<file path="src/rtl/calc_sequencer.sv">
// Calculator control FSM: operand entry, ALU start/done handshake with hang and range guards.
// Optional result chaining into operand A is enabled by defining CALC_CHAIN_EN.
module calc_sequencer #(
  parameter int WIDTH     = 14,
  parameter int MAX_VALUE = 9999,
  parameter int TIMEOUT   = 255
) (
  input  logic             clk,
  input  logic             reset,
  input  logic             btn_clr,
  input  logic             btn_ent,
  input  logic [1:0]       op_sel,
  input  logic             alu_done,
  input  logic             alu_err,
  input  logic [WIDTH-1:0] alu_result,
  output logic             write_number_select,
  output logic             slider_clr,
  output logic             alu_start,
  output logic [1:0]       alu_op,
  output logic             alu_abort,
  output logic [1:0]       display_sel,
  output logic [WIDTH-1:0] result_q,
  output logic             error,
  output logic             busy,
  output logic             load_a,
  output logic [WIDTH-1:0] load_value
);

  typedef enum logic [2:0] {
    S_ENTER_A = 3'd0,
    S_ENTER_B = 3'd1,
    S_START   = 3'd2,
    S_WAIT    = 3'd3,
    S_SHOW    = 3'd4,
    S_ERROR   = 3'd5
  } state_t;

  localparam int                CW       = (TIMEOUT > 1) ? $clog2(TIMEOUT) : 1;
  localparam logic [CW-1:0]     CNT_LAST = CW'(TIMEOUT - 1);
  localparam logic [CW-1:0]     CNT_ONE  = CW'(1);
  localparam logic [WIDTH-1:0]  MAX_V    = WIDTH'(MAX_VALUE);

  state_t           state_q, state_d;
  logic [CW-1:0]    cnt_q, cnt_d;
  logic [WIDTH-1:0] res_q, res_d;
  logic [1:0]       alu_op_q, alu_op_d;
  logic             slider_clr_q, slider_clr_d;
  logic             alu_start_q, alu_start_d;
  logic             alu_abort_q, alu_abort_d;
  logic [1:0]       disp_q, disp_d;
  logic             wns_q, wns_d;
  logic             busy_q, busy_d;
  logic             err_q, err_d;
  logic             done_ok_s;

  // An in-range, error-free result is the only way into SHOW
  assign done_ok_s = alu_done & ~alu_err & (alu_result <= MAX_V);

`ifdef CALC_CHAIN_EN
  logic load_a_q, load_a_d;
`endif

  // Next-state, datapath updates and registered-output decode
  always_comb begin
    state_d      = state_q;
    cnt_d        = cnt_q;
    res_d        = res_q;
    alu_op_d     = alu_op_q;
    slider_clr_d = 1'b0;
    alu_start_d  = 1'b0;
    alu_abort_d  = 1'b0;
`ifdef CALC_CHAIN_EN
    load_a_d     = 1'b0;
`endif

    if (btn_clr) begin
      state_d      = S_ENTER_A;
      slider_clr_d = 1'b1;
      alu_op_d     = 2'd0;
      cnt_d        = '0;
      alu_abort_d  = (state_q == S_START) || (state_q == S_WAIT);
    end else begin
      case (state_q)
        S_ENTER_A: begin
          if (btn_ent) state_d = S_ENTER_B;
          else         state_d = S_ENTER_A;
        end
        S_ENTER_B: begin
          if (btn_ent) begin
            state_d     = S_START;
            alu_op_d    = op_sel;
            alu_start_d = 1'b1;
          end else begin
            state_d = S_ENTER_B;
          end
        end
        S_START: begin
          state_d = S_WAIT;
          cnt_d   = '0;
        end
        S_WAIT: begin
          // A done arriving in the timeout cycle takes priority over the abort
          if (alu_done) begin
            cnt_d = '0;
            if (done_ok_s) begin
              state_d = S_SHOW;
              res_d   = alu_result;
            end else begin
              state_d = S_ERROR;
            end
          end else if (cnt_q == CNT_LAST) begin
            state_d     = S_ERROR;
            alu_abort_d = 1'b1;
            cnt_d       = '0;
          end else begin
            cnt_d = cnt_q + CNT_ONE;
          end
        end
        S_SHOW: begin
          if (btn_ent) begin
`ifdef CALC_CHAIN_EN
            load_a_d     = 1'b1;
            state_d      = S_ENTER_B;
`else
            slider_clr_d = 1'b1;
            state_d      = S_ENTER_A;
`endif
          end else begin
            state_d = S_SHOW;
          end
        end
        S_ERROR: begin
          if (btn_ent) begin
            state_d      = S_ENTER_A;
            slider_clr_d = 1'b1;
          end else begin
            state_d = S_ERROR;
          end
        end
        default: begin
          state_d = S_ENTER_A;
          cnt_d   = '0;
        end
      endcase
    end

    disp_d = 2'd0;
    wns_d  = 1'b0;
    busy_d = 1'b0;
    err_d  = 1'b0;
    // Status outputs follow the state being entered so they line up with state_q
    case (state_d)
      S_ENTER_A: disp_d = 2'd0;
      S_ENTER_B: begin
        disp_d = 2'd1;
        wns_d  = 1'b1;
      end
      S_START, S_WAIT: begin
        disp_d = 2'd1;
        wns_d  = 1'b1;
        busy_d = 1'b1;
      end
      S_SHOW:    disp_d = 2'd2;
      S_ERROR: begin
        disp_d = 2'd3;
        err_d  = 1'b1;
      end
      default:   disp_d = 2'd0;
    endcase
  end

  // State and output registers; reset returns to ENTER_A with everything cleared
  always_ff @(posedge clk or negedge reset) begin
    if (!reset) begin
      state_q      <= S_ENTER_A;
      cnt_q        <= '0;
      res_q        <= '0;
      alu_op_q     <= 2'd0;
      slider_clr_q <= 1'b0;
      alu_start_q  <= 1'b0;
      alu_abort_q  <= 1'b0;
      disp_q       <= 2'd0;
      wns_q        <= 1'b0;
      busy_q       <= 1'b0;
      err_q        <= 1'b0;
    end else begin
      state_q      <= state_d;
      cnt_q        <= cnt_d;
      res_q        <= res_d;
      alu_op_q     <= alu_op_d;
      slider_clr_q <= slider_clr_d;
      alu_start_q  <= alu_start_d;
      alu_abort_q  <= alu_abort_d;
      disp_q       <= disp_d;
      wns_q        <= wns_d;
      busy_q       <= busy_d;
      err_q        <= err_d;
    end
  end

`ifdef CALC_CHAIN_EN
  // Chain pulse register
  always_ff @(posedge clk or negedge reset) begin
    if (!reset) load_a_q <= 1'b0;
    else        load_a_q <= load_a_d;
  end

  assign load_a     = load_a_q;
  assign load_value = res_q;
`else
  assign load_a     = 1'b0;
  assign load_value = '0;
`endif

  assign write_number_select = wns_q;
  assign slider_clr          = slider_clr_q;
  assign alu_start           = alu_start_q;
  assign alu_op              = alu_op_q;
  assign alu_abort           = alu_abort_q;
  assign display_sel         = disp_q;
  assign result_q            = res_q;
  assign error               = err_q;
  assign busy                = busy_q;

endmodule

</file>
<file path="config.mk">
export PLATFORM = sky130hd
export DESIGN_NAME = calc_sequencer
export DESIGN_NICKNAME = d
export VERILOG_FILES = /design/src/rtl/calc_sequencer.sv
export SDC_FILE = /design/constraint.sdc
export NUM_CORES = 1
export LEC_CHECK = 0
export CORE_ASPECT_RATIO = 1.25
export CORE_UTILIZATION = 45
export CTS_BUF_LIST = sky130_fd_sc_hd__clkbuf_2 sky130_fd_sc_hd__clkbuf_4 sky130_fd_sc_hd__clkbuf_8
export DETAILED_ROUTE_END_ITERATION = 7
export PLACE_DENSITY = 0.77
export SETUP_SLACK_MARGIN = 0.05
export SKIP_LAST_GASP = 1
export SYNTH_ARGS = -nofsm -noshare
export SYNTH_HDL_FRONTEND = slang
export SYNTH_SLANG_ARGS = --single-unit
</file>
<file path="constraint.sdc">
create_clock -name clk -period 5.02 [get_ports clk]
set_input_delay 1.506 -clock clk [delete_from_list [all_inputs] [get_ports clk]]
set_output_delay 1.506 -clock clk [all_outputs]
set_load 0.01 [all_outputs]
</file>
==> reports/results.ini, run 1 <==
[drt]
routed_wl_mm = 3.34
drt-initial-drc-count = 52
wl_per_cell_um = 14.1
drc_errors = 7
vias = 1245
vias_per_cell = 5.25
detail_route.first_pass.iterations = 6
ant_nets = 0

[run_status]
violations = DRC
status = finished with violations

[grt]
grt_max_degree = 36
grt_antenna_before_repair = 0
grt_pass1_vias = 1191
grt_overflow = 0
grt_pass1_wl_mm = 5.37
track_usage_pct = 17.4

[timing]
fin_crit_sh_pct = 66.9
finalHoldViolations = 0
relSlewSlack_pct = 49.8
tightest_slew_ns = 0.753
clock_skew_ns = 0.00612
layout_setup_ws_ns = 1.66
setup_violations = 0
slew_violations = 0
fin_crit_ns = 3.36
max_freq_ghz = 0.298
hold_slack_ns = 0.481
rsz0062_at_grt = false
tns_ns = 0

[floorplan]
die_h_um = 71.3
core_area_sq_um = 3570
num_rows = 24
ioPinCount = 61
initial_core_util_pct = 48.3
die_area_sq_um = 4090
die_w_um = 57.4

[clock_network]
clk_latency_ns = 0.29
cts.repair.resized = 0
cts_tree = built
cts_setup_buffers = 0
cts-hold-fix-buffers = 0
clkTransAtPathRegs_ns = 0.06
numCtsBuffers = 5
root_buffer = clkbuf_8
htreeDepth = 2
cts_buffer_depth = 2
clock-sinks = 35

[synth]
synth_edf_count = 0
synth_top_cell_by_area = dfrtp_1
synthArstFlopShare_pct = 100
synth_area_leaders = dfrtp_1 51%, mux2_4 8.7%, buf_4 6.5%
synth.cell_area_sq_um = 1730
synth.avg_cell_area_sq_um = 11.5
yosys_warnings = 0
synthTopCellsByCount = 35 x dfrtp_1, 15 x buf_4, 11 x nor2_1, 10 x mux2_4, 9 x nand2_1
yosys_most_used_dff = dfrtp_1
ys_ff_latch = 35
ys_seq_area_share_pct = 50.7
netlist-cell-type-count = 40
yosysMostFrequentCell = dfrtp_1
synth_top_area_share_pct = 50.7
syn_inst = 150

[setup_path]
arrival_ns = 3.53
critPathLaunchType = primary input
r2r_setup_slack_ns = 3.01
required_ns = 5.19
end_kind = register
crit_fanout = 14
critPathKind = in -> reg

[cells_and_area]
num_antenna_cells = 0
fillerInstances = 290
nets = 222
drive_above_1_share_pct = 13.6
syn_to_final_growth_pct = 28.7

[placement]
io_buffers = 45
dp_slack_ns = 1.35
gp_congestion = 0.805
dp_hpwl_mm = 2.53

[power]
p_per_area_nw_per_um2 = 294
p_leak_nw = 1.02
ir_drop_mv = 0.143

[job]
drv_cap = 0

[hold_path]
hold_class = reg -> reg

## where the power goes
| part | total [mW] | internal, mW | switching [mW] |
|---|---|---|---|
| combinational | 0.133 | 0.0777 | 0.0552 |
| clock | 0.201 | 0.107 | 0.0935 |
| sequential | 0.320 | 0.305 | 0.0151 |
| total | 0.654 | 0.490 | 0.164 |
## layer usage
layer | vias to the layer above | wire [um] | GRT usage, %
li1 | 598 | - | -
met5 | - | 0 | 0
met1 | 606 | 1310 | 18.5
met4 | 0 | 59 | 7.86
met3 | 6 | 202 | 5.42
met2 | 35 | 1770 | 31.0
## worst max-delay path: stages
cell and delay [ns]:
clkdlybuf4s50_1 0.42, nor4_1 0.34, o2111ai_1 0.18, or3_1 0.67
mux2_4 0.41
## cells in the final DEF (no fill, tap or decap), types with 3 or more instances in the layout
cell	count
nor2_1	11
clkdlybuf4s50_1	45
conb_1	15
nand3_1	4
a22o_1	5
mux2_4	10
a21oi_1	6
o21ai_0	8
inv_1	5
nor3_1	3
mux2_2	4
dfrtp_1	35
clkbuf_8	6
nand2_1	9
## cells by family (layout without fill, tap and decap cells)
| logic type | after synthesis | count (layout) | synth area share (%) |
|---|---|---|---|
| flops | 35 | 35 | 50.7 |
| mux | 16 | 16 | 12.5 |
| simple gates | 41 | 41 | 12.0 |
| buf+inv | 24 | 58 | 9.86 |
| fa+ha+maj | 2 | 2 | 1.45 |
| compound gates | 31 | 31 | 13.3 |
| other cells | 1 | 15 | 0.217 |
## sequential cells by signal (all words and copies together) (netlist names)
signal	count
busy	1
alu_op	2
alu_abort	1
write_number_select	1
cnt_q	8
result_q	14
alu_start	1
slider_clr	1
error	1
display_sel	2
state_q	3
## final cells by class
type                       count  area (sq um)  share of cell area (%)
inverter                       5          18.8                   0.845
clock inverter                 1          5.00                   0.225
clock buffer                   6          82.6                    3.72
tap                           39          48.8                    2.20
timing repair buffer          46           458                    20.6
multi-input combinational    105           733                    33.0
sequential                    35           876                    39.4
## final timing paths
check	start	to	cells after the start
setup / recovery	alu_result[6]	result_q[12]	5
hold / removal	cnt_q[7]	cnt_q[7]	1
setup reg to reg	state_q[2]	result_q[12]	3
hold reg to reg	cnt_q[7]	cnt_q[7]	1
max in group asynchronous	reset	cnt_q[6]	2
min in group asynchronous	reset	alu_start	2
## through the flow
step                      util [%]  cell area (sq um)  power [mW]  cells
after global placement        59.7               2130       0.455    230
final                         62.2               2220       0.654    237
after global routing          62.2               2220       0.683    237
after CTS                     62.2               2220       0.660    237
after detailed placement      59.7               2130       0.459    230
after floorplan                  -               1780       0.391    164
Note: power is estimated with default switching activity, not from simulation.
==> inputs of run 2 (changes only) <==
clock period = 3.5 ns   (was 5.02 ns; I/O delays follow)
==> run 2 against run 1 <==
The flow still finishes with violations (DRC). Clock power grew 44%. Utilization grew 0.25 points. Critical path type unchanged. Count of clock-buffer cells in the layout grew 1. Total power grew 44%. First-iteration DRC count shrank 29%. Worst hold slack lost 0.0052 ns. Critical endpoint is now result_q[3]. Register-to-register slack lost 1.5 ns. Sequential share of layout area shrank 0.15 points. Largest cell class unchanged. Routed wire length grew 4.1%.
==> reports/results.ini, run 2 (synthesized netlist as in run 1, its figures left out) <==
[placement]
dp_hpwl_mm = 2.58
placed_cell_area_sq_um = 2140
gp_congestion = 0.800
io_buffers = 45

[timing]
clock_skew_ns = 0.00331
relSlewSlack_pct = 47.6
rsz0062_at_grt = false
finalHoldViolations = 0
slew_violations = 0
fin_crit_sh_pct = 82.7
tns_ns = 0
setup_violations = 0
fin_crit_ns = 2.89
max_freq_ghz = 0.346
tightest_slew_ns = 0.785

[grt]
track_usage_pct = 18.1
grt_pass1_vias = 1249
grt_antenna_before_repair = 0
grt_pass1_wl_mm = 5.59
grt_overflow = 0
grt_max_degree = 36

[hold_path]
hold_class = reg -> reg
min_to = cnt_q[7]
hold_depth = 1
hold_start = cnt_q[7]

[setup_path]
arrival_ns = 3.06
critPathLaunchType = primary input
reg2reg_from = state_q[2]
crit_chain = clkdlybuf4s50_1 -> nor4_1 -> o2111ai_1 -> or3_1 -> mux2_4
slowest_delay_ns = 0.67
critPathKind = in -> reg
critPathTopFamily = simple AND/OR/NAND/NOR gates
crit_fanout = 14
crit_slowest_cell = or3_1
worst-path-buf-inv = 1
reg2regPathDepth = 3
required_ns = 3.67
end_kind = register
r2r_setup_slack_ns = 1.46
rr_endpoint = result_q[3]

[clock_network]
htreeDepth = 2
clkTransAtPathRegs_ns = 0.07
root_buffer = clkbuf_8
numCtsBuffers = 5
clk_latency_ns = 0.28
cts-hold-fix-buffers = 0
cts_setup_buffers = 0
clock-sinks = 35
cts_tree = built
cts_buffer_depth = 2
cts.repair.resized = 0

[drt]
vias = 1257
wl_per_cell_um = 14.5
drc_errors = 7
ant_nets = 0
drt-initial-drc-count = 37
vias_per_cell = 5.26
routed_wl_mm = 3.48
detail_route.first_pass.iterations = 6

[floorplan]
num_rows = 24
die_h_um = 71.3
die_area_sq_um = 4090
die_w_um = 57.4
ioPinCount = 61
core_area_sq_um = 3570
initial_core_util_pct = 48.3

[cells_and_area]
largest_reg_flops = 14
final_cell_area_sq_um = 2230
drive_above_1_share_pct = 14.5
syn_to_final_growth_pct = 29.2
final_cell_mix = 45 x clkdlybuf4s50_1, 35 x dfrtp_1, 15 x conb_1, 11 x nor2_1, 10 x mux2_4
num_antenna_cells = 0
nets = 223
layout_commonest_cell = clkdlybuf4s50_1

[power]
p_leak_nw = 1.03
ir_drop_mv = 0.216
p_per_area_nw_per_um2 = 422

[run_status]
status = finished with violations
violations = DRC

[job]
drv_cap = 0

[run 2: per-stage QoR]
step	util, %	power (mW)	std cells	worst slack (ns)	hold WS [ns]
final	62.4	0.941	239	0.606	0.476
after global placement	59.9	0.654	231	0.400	0.456
after global routing	62.4	0.986	239	0.521	0.497
after floorplan	-	0.561	164	1.06	0.443
after detailed placement	59.9	0.660	231	0.303	0.464
after CTS	62.4	0.949	239	0.608	0.473
[run 2: how the worst max path moves through the flow]
stage,start,to,cells past startpoint
after floorplan,alu_result[6],result_q[0],6
after global placement,alu_result[6],result_q[0],5
after detailed placement,alu_result[6],result_q[3],5
after CTS,alu_result[6],result_q[3],5
after global routing,alu_result[6],result_q[10],5
final,alu_result[6],result_q[3],5
[run 2: area by class of cell]
class | instances | area (sq um)
Inverter | 5 | 18.8
Clock inverter | 1 | 5.00
Tap cell | 39 | 48.8
Fill cell | 281 | 1340
Multi-Input combinational cell | 105 | 733
Timing Repair Buffer | 47 | 465
Sequential cell | 35 | 876
Clock buffer | 7 | 83.8
[run 2: where the power goes]
group,total [mW],switching [mW],internal [mW]
sequential,0.460,0.0217,0.438
combinational,0.193,0.0804,0.112
clock,0.289,0.134,0.155
total,0.941,0.236,0.705
[run 2: layer usage]
layer | vias to the layer above | global-route usage (%) | wire, um
met2 | 41 | 32.7 | 1870
met1 | 609 | 19.6 | 1330
met3 | 7 | 3.79 | 210
met4 | 0 | 9.21 | 72
met5 | - | 0 | 0
li1 | 600 | - | -
==> RTL edit 1 (config.mk and constraints of run 2) <==
Register the inputs `btn_clr`, `btn_ent`, `op_sel`, `alu_done`, `alu_err` and `alu_result` before use, cleared by the reset. The logic sees them one clock later.
--- a/src/rtl/calc_sequencer.sv
+++ b/src/rtl/calc_sequencer.sv
@@ -41,4 +41,29 @@
   localparam logic [WIDTH-1:0]  MAX_V    = WIDTH'(MAX_VALUE);
 
+  logic btn_clr_q;
+  logic btn_ent_q;
+  logic [1:0] op_sel_q;
+  logic alu_done_q;
+  logic alu_err_q;
+  logic [WIDTH-1:0] alu_result_q;
+
+  always_ff @(posedge clk or negedge reset) begin
+    if (!reset) begin
+      btn_clr_q    <= '0;
+      btn_ent_q    <= '0;
+      op_sel_q     <= '0;
+      alu_done_q   <= '0;
+      alu_err_q    <= '0;
+      alu_result_q <= '0;
+    end else begin
+      btn_clr_q    <= btn_clr;
+      btn_ent_q    <= btn_ent;
+      op_sel_q     <= op_sel;
+      alu_done_q   <= alu_done;
+      alu_err_q    <= alu_err;
+      alu_result_q <= alu_result;
+    end
+  end
+
   state_t           state_q, state_d;
   logic [CW-1:0]    cnt_q, cnt_d;
@@ -55,5 +80,5 @@
 
   // An in-range, error-free result is the only way into SHOW
-  assign done_ok_s = alu_done & ~alu_err & (alu_result <= MAX_V);
+  assign done_ok_s = alu_done_q & ~alu_err_q & (alu_result_q <= MAX_V);
 
 `ifdef CALC_CHAIN_EN
@@ -74,5 +99,5 @@
 `endif
 
-    if (btn_clr) begin
+    if (btn_clr_q) begin
       state_d      = S_ENTER_A;
       slider_clr_d = 1'b1;
@@ -83,11 +108,11 @@
       case (state_q)
         S_ENTER_A: begin
-          if (btn_ent) state_d = S_ENTER_B;
+          if (btn_ent_q) state_d = S_ENTER_B;
           else         state_d = S_ENTER_A;
         end
         S_ENTER_B: begin
-          if (btn_ent) begin
+          if (btn_ent_q) begin
             state_d     = S_START;
-            alu_op_d    = op_sel;
+            alu_op_d    = op_sel_q;
             alu_start_d = 1'b1;
           end else begin
@@ -101,9 +126,9 @@
         S_WAIT: begin
           // A done arriving in the timeout cycle takes priority over the abort
-          if (alu_done) begin
+          if (alu_done_q) begin
             cnt_d = '0;
             if (done_ok_s) begin
               state_d = S_SHOW;
-              res_d   = alu_result;
+              res_d   = alu_result_q;
             end else begin
               state_d = S_ERROR;
@@ -118,5 +143,5 @@
         end
         S_SHOW: begin
-          if (btn_ent) begin
+          if (btn_ent_q) begin
 `ifdef CALC_CHAIN_EN
             load_a_d     = 1'b1;
@@ -131,5 +156,5 @@
         end
         S_ERROR: begin
-          if (btn_ent) begin
+          if (btn_ent_q) begin
             state_d      = S_ENTER_A;
             slider_clr_d = 1'b1;
Function: changed (a bounded check fails within 4 cycles, from zero or initial values and one cycle with reset low).
==> RTL edit 1 against run 2 <==
Worst setup slack better by 640 ps. Register-to-register slack hardly changed. Power is 31% higher. Synthesized area is 31% higher. Combinational power is 28% lower. Design area is 26% higher. Die area is 30% higher. Sequential share of layout area is 9.8 points higher. Sequential cell count is 20 higher. Clock power is 40% higher. Routed wire length is 7.5% higher. Via count is 11% higher. Clock skew is 6.0 ps higher. Critical endpoint is now result_q[11].
==> RTL edit 1: results (changes against run 2) <==
Hold path
  • Hold Path Class: flop to flop
  • Hold path startpoint: alu_result_q[1]$_DFF_PN0_

CTS
  • Post-CTS sizing: 0 (unchanged)
  • H-tree Lvls: 2 (unchanged)
  • Clock Tree Buf Depth: 2 (unchanged)
  • Post-CTS setup buffer count: 0 (unchanged)
  • Clock transition at path regs: 90 ps (+20 ps)
  • Root Driver: clkbuf_8
  • Skew-Pair Late Insertion Delay: 300 ps (+20 ps)
  • Num CTS Buffers: 5 (unchanged)

Detailed routing
  • DRC Markers: 0 (-7)
  • Iteration-0 DRC Markers: 56 (+51%)
  • First drt pass iteration count: 6 (unchanged)
  • DR vias: 1391 (+11%)
  • Final WL: 3740 um (+7.5%)

Finish
  • Layout fillers: 409 (+46%)
  • Post-layout net count: 245 (+9.9%)
  • Share of post-route cells with drive strength above 1: 0.126 (-0.0189)
  • Antenna diode count: 0 (unchanged)

Critical path
  • Crit path max-delay family: buffers and inverters
  • Setup crit start: result_q[11]$_DFFE_PN0P_
  • CP max-delay cell: clkdlybuf4s50_1
  • Worst r2r src: alu_result_q[6]$_DFF_PN0_
  • Max incr delay on CP: 530 ps (-140 ps)
  • Crit-path max FO: 2 (-12)

Power and ir drop
  • Leak Pwr: 1.24 nW (+21%)
  • Peak supply drop: 326 uV (+51%)

Logic synthesis
  • Distinct cells, synth: 36 (-10%)
  • Register area share after synthesis: 0.609 (+0.102)
  • Top cells by area, synth: dfrtp_1 61%, mux2_4 6.6%, buf_4 5.0%
  • Ys flop type: dfrtp_1
  • Fraction of registers with async set/reset: 1.00 (unchanged)
  • Most common cell in the netlist: dfrtp_1
  • Synth warn: 0 (unchanged)
  • Synth cell count leaders: 55 x dfrtp_1, 15 x buf_4, 10 x mux2_4, 10 x nor2_1, 8 x nor3_1

STA
  • Setup Skew: 9.31 ps (+6.00 ps)
  • Slew HR: 0.650 (+0.174)

Place
  • Post-Place Cell Area: 2690 um2 (+26%)
  • HPWL Detailed: 2760 um (+6.9%)
  • GP Congestion: 0.794 (-0.71%)
  • PortBufs: 45 (unchanged)

GRT
  • Initial antenna violation count: 0 (unchanged)
  • Largest net degree at the start of global routing: 34 (-5.6%)
  • First-pass GRT wire length: 6420 um (+15%)
  • GRT Total Usage: 0.163 (-0.0182)

Flow run
  • Max-Cap Viols: 0 (unchanged)

Run status
  • Outcome: completed
RTL edit 1: area by class of cell:
class,instances,area (um2),share of cell area
Clock buffer,5,68.8,0.0246
Clock inverter,3,43.8,0.0156
Inverter,6,22.5,0.00804
Multi-Input combinational cell,107,763,0.272
Sequential cell,55,1380,0.491
Tap cell,60,75.1,0.0268
Timing Repair Buffer,46,453,0.162
RTL edit 1: cells by family (layout without fill, tap and decap cells):
family                   Yosys count  count (layout)  synth area share
multiplexers                      16              16            0.0952
buffers and inverters             26              60            0.0764
flip-flops                        55              55             0.609
AND/OR/NAND/NOR                   43              43             0.110
adder cells (fa/ha/maj)            2               2            0.0111
AO/OA/AOI/OAI                     27              27            0.0814
XOR/XNOR                           4               4            0.0155
other                              1              15           0.00166
RTL edit 1: worst paths after layout:
path	end	slack, ps	cells past startpoint
min in group asynchronous	write_number_select$_DFF_PN0_	690	1
setup reg to reg	result_q[4]$_DFFE_PN0P_	1460	4
hold / removal	result_q[1]$_DFFE_PN0P_	490	1
max in group asynchronous	result_q[10]$_DFFE_PN0P_	2020	2
hold reg to reg	result_q[1]$_DFFE_PN0P_	490	1
setup / recovery	result_q[11]	1250	1
RTL edit 1: per-stage QoR:
stage	worst slack, ps	instances	hold slack (ps)
floorplan	1860	188	443
global placement	1510	274	461
detailed placement	1400	274	470
CTS	1230	282	492
global route	1180	282	503
finish	1250	282	487
RTL edit 1: where the power goes:
part           switching, W  total (W)  internal, W
clock network      0.000192   0.000405     0.000213
registers         0.0000248   0.000692     0.000667
logic             0.0000600   0.000139    0.0000789
RTL edit 1: per-layer routing:
| metal | GRT usage | wire [um] | up-vias |
|---|---|---|---|
| met5 | 0 | 0 | - |
| met4 | 0.0674 | 85 | 0 |
| met3 | 0.0506 | 189 | 8 |
| met2 | 0.272 | 1920 | 37 |
| met1 | 0.193 | 1540 | 678 |
| li1 | - | - | 668 |
==> RTL edit 2 (config.mk and constraints of run 2) <==
Without the edit above. Add a define of `CALC_CHAIN_EN`.
--- a/src/rtl/calc_sequencer.sv
+++ b/src/rtl/calc_sequencer.sv
@@ -1,4 +1,6 @@
 // Calculator control FSM: operand entry, ALU start/done handshake with hang and range guards.
 // Optional result chaining into operand A is enabled by defining CALC_CHAIN_EN.
+`define CALC_CHAIN_EN
+
 module calc_sequencer #(
   parameter int WIDTH     = 14,
Formal check against the unedited RTL: not equivalent (Yosys sat finds a counterexample within 10 cycles, from zero or initial values and one cycle with reset low).
==> RTL edit 2 against run 2 <==
Worst setup slack improved by 470 ps. Routed wire length is 8.1% higher. Count of clock-buffer cells in the layout decreased by 1. Combinational power is 51% higher. Clock power grew 24%. Sequential power up 8.3%. First-iteration DRC count rose by 76%. Largest cell class unchanged. Synthesized area is 2.8% higher. Sequential cell count up 1. Utilization increased by 1.6 points. Design area increased by 8.6%. Power up 22%. Final cell count grew 7.5%.
==> RTL edit 2: results (changes against run 2) <==
Die
  • Tapcell count: 54 (+38%)

Power and ir drop
  • Switch Pwr: 0.000297 W (+26%)
  • Peak supply drop: 313 uV (+45%)

Detailed routing
  • Vias/cell: 5.17 (-1.7%)
  • Routed wire length per instance: 14.6 um (+0.54%)
  • First drt pass iteration count: 4 (-2)
  • DR WL met2: 2040 um (+9.2%)
  • Iteration-0 DRC Markers: 65 (+76%)
  • Met1 WL: 1410 um (+6.7%)

Place
  • Placed instance count: 249 (+7.8%)
  • GP Congestion: 0.868 (+8.5%)

Logic synthesis
  • Mean Syn Cell Area: 11.7 um2 (+1.5%)
  • Compound-gate portion of the synthesized area: 0.105 (-0.0283)
  • Post-Synth Adder-Cell Area: 0.0141 (-0.000398)
  • Fraction of synthesized area in multiplexers: 0.110 (-0.0147)
  • XOR/XNOR share of the synthesized area: 0.0247 (+0.0247)
  • Distinct cells, synth: 38 (-5.0%)

Critical path
  • Critical path arrival: 2600 ps (-460 ps)

STA
  • Setup Skew: 3.46 ps (+0.154 ps)
  • Slew HR: 0.674 (+0.198)

Run status
  • Outcome: completed

GRT
  • Grt met1 use: 0.225 (+0.0290)

Finish
  • Share of post-route cells with drive strength above 1: 0.143 (-0.00214)
  • Clk_buf instances: 6 (-1)
  • Layout fillers: 290 (+3.2%)
  • Signal buffers: 61 (+30%)
## RTL edit 2: cell types whose count changed after synthesis, sizes merged, moves of 3 or more
cell | before | now
and2 | 1 | 4
a22o | 5 | 0
a21oi | 6 | 9
xnor2 | 0 | 3
## RTL edit 2: path summary, 6_finish.rpt
path	endpoint	depth (start not counted)	from	slack, ps
setup / recovery	load_value[4]$_DFFE_PN0P_	5	alu_result[13]	1070
hold / removal	cnt_q[7]$_DFFE_PN0P_	1	cnt_q[7]$_DFFE_PN0P_	480
setup reg to reg	write_number_select$_DFF_PN0_	6	cnt_q[0]$_DFFE_PN0P_	1770
hold reg to reg	cnt_q[7]$_DFFE_PN0P_	1	cnt_q[7]$_DFFE_PN0P_	480
max in group asynchronous	cnt_q[4]$_DFFE_PN0P_	2	reset	2000
min in group asynchronous	load_value[0]$_DFFE_PN0P_	2	reset	1180
## RTL edit 2: stage by stage
step	util	total power, W	worst slack (ps)
after global routing	0.640	0.00120	989
after floorplan	-	0.000652	1330
after detailed placement	0.611	0.000799	765
final	0.640	0.00115	1070
after global placement	0.611	0.000790	800
after CTS	0.640	0.00116	1070
## RTL edit 2: worst max-delay path, stage by stage
cell	delay [ps]
clkdlybuf4s50_1	490
nand4_1	110
o2111ai_1	250
nand2b_4	320
mux2_2	370
## RTL edit 2: kinds of logic (layout without fill, tap and decap cells)
logic type	after synthesis	in the layout
mux	14	14
simple gates	45	45
fa+ha+maj	2	2
compound gates	27	27
flops	36	36
buf+inv	23	74
xor+xnor	5	5
## RTL edit 2: power by group through the flow
stage                     sequential [W]  combinational [W]  clock [W]
after floorplan                 0.000507           0.000145          0
final                           0.000498           0.000291   0.000358
after global routing            0.000503           0.000314   0.000386
after CTS                       0.000498           0.000294   0.000366
after detailed placement        0.000506           0.000293          0
after global placement          0.000502           0.000289          0
